==> config.mk <==
export PLATFORM = sky130hd
export DESIGN_NAME = crc_stream
export DESIGN_NICKNAME = d
export VERILOG_FILES = /design/src/rtl/crc_pkg.sv /design/src/rtl/crc_step.sv /design/src/rtl/crc_stream.sv
export SDC_FILE = /design/constraint.sdc
export NUM_CORES = 1
export LEC_CHECK = 0
export CORE_UTILIZATION = 50
export DETAILED_ROUTE_END_ITERATION = 16
export PLACE_DENSITY = 0.82
export RECOVER_POWER = 50
export SLEW_MARGIN = 10
export SYNTH_ARGS = -nofsm -noshare
export SYNTH_HDL_FRONTEND = slang
export SYNTH_SLANG_ARGS = --single-unit
==> constraint.sdc <==
create_clock -name clk_i -period 2.7 [get_ports clk_i]
set_clock_uncertainty 0.2 [all_clocks]
set_input_delay 0.27 -clock clk_i [delete_from_list [all_inputs] [get_ports clk_i]]
set_output_delay 0.27 -clock clk_i [all_outputs]
set_load 0.01 [all_outputs]
==> src/rtl/crc_pkg.sv <==
// Shared definitions for the crc_stream slice: FSM encoding and standard CRC constants.
package crc_pkg;

   typedef enum logic [1:0] {
      StIdle = 2'd0,
      StRun  = 2'd1,
      StDone = 2'd2
   } crc_state_e;

   // CRC-32/POSIX
   localparam logic [31:0] CRC32_POLY    = 32'h04C11DB7;
   localparam logic [31:0] CRC32_XOR_OUT = 32'hFFFFFFFF;
   localparam logic [31:0] CRC32_RESIDUE = 32'hC704DD7B;

   // CRC-16/XMODEM
   localparam logic [15:0] CRC16_POLY    = 16'h1021;
   localparam logic [15:0] CRC16_XOR_OUT = 16'h0000;
   localparam logic [15:0] CRC16_RESIDUE = 16'h0000;

endpackage

==> src/rtl/crc_step.sv <==
// Combinational next-register function: DATA_W unrolled LFSR steps applied to one input beat.
module crc_step
   import crc_pkg::*;
#(
   parameter int unsigned      CRC_W     = 32,
   parameter logic [CRC_W-1:0] POLY      = CRC32_POLY,
   parameter int unsigned      DATA_W    = 8,
   parameter bit               MSB_FIRST = 1'b1
) (
   input  logic [CRC_W-1:0]  i_crc,
   input  logic [DATA_W-1:0] i_data,
   output logic [CRC_W-1:0]  o_crc
);

   logic [CRC_W-1:0] w_acc;
   logic             w_bit;

   always_comb begin
      w_acc = i_crc;
      w_bit = 1'b0;
      for (int i = 0; i < DATA_W; i++) begin
         w_bit = MSB_FIRST ? i_data[DATA_W-1-i] : i_data[i];
         w_acc = {w_acc[CRC_W-2:0], 1'b0} ^ ((w_acc[CRC_W-1] ^ w_bit) ? POLY : '0);
      end
      o_crc = w_acc;
   end

endmodule

==> src/rtl/crc_stream.sv <==
// Beat-wide streaming CRC generator/checker with valid/ready input and held result.
// Optional saturating error counter port err_cnt_o when CRC_STREAM_ERRCNT_EN is defined.
module crc_stream
   import crc_pkg::*;
#(
   parameter int unsigned      CRC_W     = 32,
   parameter logic [CRC_W-1:0] POLY      = CRC32_POLY,
   parameter logic [CRC_W-1:0] INIT      = '0,
   parameter logic [CRC_W-1:0] XOR_OUT   = CRC32_XOR_OUT,
   parameter logic [CRC_W-1:0] RESIDUE   = CRC32_RESIDUE,
   parameter int unsigned      DATA_W    = 8,
   parameter bit               MSB_FIRST = 1'b1
) (
   input  logic              clk_i,
   input  logic              reset_ni,
   input  logic              clear_i,
   input  logic              s_valid_i,
   output logic              s_ready_o,
   input  logic [DATA_W-1:0] s_data_i,
   input  logic              s_last_i,
   output logic              res_valid_o,
   input  logic              res_ack_i,
   output logic [CRC_W-1:0]  crc_o,
   output logic              match_o,
   output logic              busy_o
`ifdef CRC_STREAM_ERRCNT_EN
   ,
   output logic [15:0]       err_cnt_o
`endif
);

   crc_state_e       r_state, w_state_d;
   logic [CRC_W-1:0] r_crc, w_crc_d;
   logic [CRC_W-1:0] r_crc_out, w_crc_out_d;
   logic             r_match, w_match_d;
   logic             r_rdy;
   logic [CRC_W-1:0] w_step_in, w_step_out;
   logic             w_accept;

   // A frame's first beat always starts from INIT, regardless of what the register holds.
   assign w_step_in = (r_state == StIdle) ? INIT : r_crc;

   crc_step #(
      .CRC_W     (CRC_W),
      .POLY      (POLY),
      .DATA_W    (DATA_W),
      .MSB_FIRST (MSB_FIRST)
   ) u_step (
      .i_crc  (w_step_in),
      .i_data (s_data_i),
      .o_crc  (w_step_out)
   );

   assign s_ready_o   = r_rdy & (r_state != StDone);
   assign w_accept    = s_valid_i & s_ready_o;
   assign res_valid_o = (r_state == StDone);
   assign busy_o      = (r_state == StRun);
   assign crc_o       = r_crc_out;
   assign match_o     = r_match;

   always_comb begin
      w_state_d   = r_state;
      w_crc_d     = r_crc;
      w_crc_out_d = r_crc_out;
      w_match_d   = r_match;
      if (clear_i) begin
         w_state_d = StIdle;
         w_crc_d   = INIT;
         w_match_d = 1'b0;
      end else begin
         unique case (r_state)
            StIdle, StRun: begin
               if (w_accept) begin
                  w_crc_d = w_step_out;
                  if (s_last_i) begin
                     w_state_d   = StDone;
                     w_crc_out_d = w_step_out ^ XOR_OUT;
                     w_match_d   = (w_step_out == RESIDUE);
                  end else begin
                     w_state_d = StRun;
                  end
               end
            end
            StDone: begin
               if (res_ack_i) begin
                  w_state_d = StIdle;
                  w_crc_d   = INIT;
                  w_match_d = 1'b0;
               end
            end
            default: w_state_d = StIdle;
         endcase
      end
   end

   always_ff @(posedge clk_i or negedge reset_ni) begin
      if (!reset_ni) begin
         r_state   <= StIdle;
         r_crc     <= INIT;
         r_crc_out <= '0;
         r_match   <= 1'b0;
         r_rdy     <= 1'b0;
      end else begin
         r_state   <= w_state_d;
         r_crc     <= w_crc_d;
         r_crc_out <= w_crc_out_d;
         r_match   <= w_match_d;
         r_rdy     <= 1'b1;
      end
   end

`ifdef CRC_STREAM_ERRCNT_EN
   logic [15:0] r_err_cnt;

   // Counts frames that end without the residue; unaffected by clear_i.
   always_ff @(posedge clk_i or negedge reset_ni) begin
      if (!reset_ni) begin
         r_err_cnt <= 16'd0;
      end else if (!clear_i && w_accept && s_last_i && (w_step_out != RESIDUE)
                   && (r_err_cnt != 16'hFFFF)) begin
         r_err_cnt <= r_err_cnt + 16'd1;
      end
   end

   assign err_cnt_o = r_err_cnt;
`endif

endmodule

==> impl_metrics.csv <==
group,metric,value,unit
status,status,"finished with violations",
synthesis,synth_xor_area_share,25.6,%
hold_path,hold_path.startpoint,"crc_o[14]$_DFFE_PN0P_",
place,dp.cells,574,
synthesis,synthSimpleGateAreaFrac,12.7,%
die,die_area,8410,um2
clock_tree,cts_htree_levels,3,
global_route,grt_pass1_wl,16300,um
synthesis,ys_types,42,
synthesis,synth_compound_area_share,11.1,%
drt,antenna_left,0,
synthesis,yosysTopAreaCell,"dfrtp_1",
setup_path,r2r_slack,-0.001,ns
drt,drc,0,
synthesis,synth_area_per_cell,9.98,um2
clock_tree,cts_tree,"done",
clock_tree,insertion_delay,0.36,ns
drt,via_per_inst,5.28,
setup_path,r2r_cells,10,
die,start_util,51.8,%
layout,area_growth,29.6,%
synthesis,synthTopCellsByArea,"dfrtp_1, xnor2_1, a22o_1, nand2_1, o21ai_0",
clock_tree,clkTransAtPathRegs,0.08,ns
synthesis,yosys.area.top_type_share,42.3,%
timing,slew-limit-headroom,-10.6,%
layout,register_area,1700,um2
setup_path,timing.rr.start,"r_state[1]$_DFFE_PN0P_",
synthesis,synthTopCellsByCount,"xnor2_1, dfrtp_1, nand2_1",
hold_path,min_path_cells,2,
timing,hold_viol,0,
timing,max_freq,370,MHz
synthesis,yosysMostFrequentCell,"xnor2_1",
timing,slew_violations,69,
setup_path,critPathMaxFanout,18,
clock_tree,numCtsBuffers,9,
global_route,grt_max_degree,69,
drt,first_pass_iters,4,
layout,layout.nets,508,
place,hpwl,7030,um
synthesis,synthArstFlopShare,100,%
timing,period_needed,2.70,ns
die,die_h,91.7,um
timing,tns,-0.00105,ns
global_route,grt_pass1_vias,3232,
setup_path,cp-end-kind,"register",
drt,wirelength,10000,um
die,die_width,91.7,um
global_route,track_usage,25.5,%
flow_run,maxCapViolations,1,
hold_path,hold_class,"register to register",
synthesis,synth-edff-count,0,
clock_tree,cts-root-buf,"clkbuf_8",
place,place_congestion,0.960,
drt,drt_iter0_drc,198,
place,port_buffers,49,
layout,antenna_cells,0,
timing,setup_ws,-0.00105,ns
synthesis,synth_top_family_by_area,"XOR/XNOR gates",
synthesis,ys_ff_latch,68,
timing,rsz0062_at_grt,"yes",
die,rows,32,
synthesis,synth.net_count,418,
synthesis,synthAdderAreaFrac,0.311,%
pwr,vdd_drop_max,0.415,mV
setup_path,critPathArrivalTime,2.78,ns
pwr,power_leakage,2.23,nW
layout,final_util,67.1,%
synthesis,synth_ff_type,"dfrtp_1",
drt,wl_per_cell,16.7,um
status,violations,"capacitance limit, slew limit, setup timing",
timing,finalCritPeriodShare,100,%
layout,fillers,598,
synthesis,ys_seq_area_share,42.3,%
layout,drive_above_1_share,22.9,%
die,io-pin-count,50,
drt,vias,3166,
layout,fin_cells,600,
setup_path,rr_endpoint,"match_o$_DFFE_PN0P_",
synthesis,ys_warn_count,0,
die,core,7770,um2
synthesis,yosys-mux-area-fraction,3.73,%
setup_path,cp-start-kind,"register",
clock_tree,clk_path_buf_depth,2,
global_route,gr-total-overflow,0,
timing,setup_violations,1,
setup_path,required,2.78,ns
layout,multi_input_area,2260,um2
pwr,powerDensity,674,nW/um2
clock_tree,clock_sinks,68,
synthesis,netlist_area,4020,um2
synthesis,syn_inst,403,
global_route,grt_antenna_before_repair,0,
timing,tightest_slew,1.66,ns
setup_path,critical_path_class,"register to register",
hold_path,hold_end,"crc_o[14]$_DFFE_PN0P_",
-- how the worst max path moves through the flow --
stage | start | endpoint | depth (start not counted)
CTS | r_state[0]$_DFFE_PN0P_ | match_o$_DFFE_PN0P_ | 11
detailed placement | r_state[0]$_DFFE_PN0P_ | match_o$_DFFE_PN0P_ | 11
floorplan | r_state[0]$_DFFE_PN0P_ | match_o$_DFFE_PN0P_ | 12
global route | r_state[0]$_DFFE_PN0P_ | match_o$_DFFE_PN0P_ | 11
global placement | r_state[0]$_DFFE_PN0P_ | match_o$_DFFE_PN0P_ | 11
finish | r_state[1]$_DFFE_PN0P_ | match_o$_DFFE_PN0P_ | 10
-- through the flow --
stage | hold slack [ns] | instance area [um2] | setup WS (ns) | power [mW]
2_1_floorplan | -0.226 | 4020 | 0.152 | 2.10
3_3_place_gp | 0.113 | 4900 | -0.0852 | 2.74
3_5_place_dp | 0.120 | 4900 | -0.174 | 2.78
4_1_cts | 0.280 | 5110 | 0.0252 | 3.53
5_1_grt | 0.308 | 5210 | -0.104 | 3.72
6_report | 0.271 | 5210 | -0.00105 | 3.51
-- layout make-up --
cell class | count | share of cell area, %
clock inverter | 5 | 0.528
multi-input combinational | 303 | 43.3
clock buffer | 11 | 2.71
sequential | 68 | 32.7
inverter | 3 | 0.216
tap | 102 | 2.45
timing repair buffer | 108 | 18.1
-- logic make-up (layout without fill, tap and decap cells) --
logic type,after synthesis,in the layout
compound gates,68,68
xor+xnor,107,107
fa+ha+maj,1,1
buf+inv,32,127
flops,68,68
mux,14,14
other cells,1,1
simple gates,112,112
-- critical path, stage by stage (launching register included) --
cell and delay (ns):
dfrtp_1 0.42, buf_4 0.16, or2_1 0.26, buf_12 0.17
nand2_8 0.08, xor2_4 0.23, xnor2_2 0.12, or3_1 0.40
a21oi_2 0.17, nand4_1 0.15, o31ai_2 0.26
-- registers in the layout (all words and copies together) (netlist names) --
name	count
crc_o	32
r_state	2
r_crc	32
r_rdy	1
match_o	1
-- cells in the final DEF, fill, tap and decap left out, types with 16 or more instances in the layout --
cell / synthesis / final
xor2_1: 17 / 17
nor2_1: 25 / 24
nand2_1: 55 / 55
a22o_1: 24 / 24
clkdlybuf4s50_1: 0 / 33
buf_4: 4 / 52
o21ai_0: 37 / 37
dfrtp_1: 68 / 67
dlygate4sd3_1: 0 / 16
xnor2_1: 80 / 74
-- metal layers --
metal	wire length [um]	global-route usage, %	up-vias
met5	0	0	-
met4	332	12.8	0
met3	596	4.98	23
met2	4840	39.5	93
met1	4250	34.1	1545
li1	-	-	1505
-- where the power goes --
group          internal [mW]  total [mW]  switching, mW  leakage, nW
Clock                  0.352       0.738          0.387       0.0889
Sequential              1.22        1.35          0.129        0.886
Combinational          0.766        1.43          0.661         1.25
-- timing repair --
action                                  CTS  global route
hold buffers                              1             0
pin swaps                                 0             9
hold endpoints to repair                 68             0
endpoints found under the setup margin    1             1
gates resized for setup                   2            16
buffers inserted                          2             7
No activity file was read; power rests on OpenSTA's default activity.
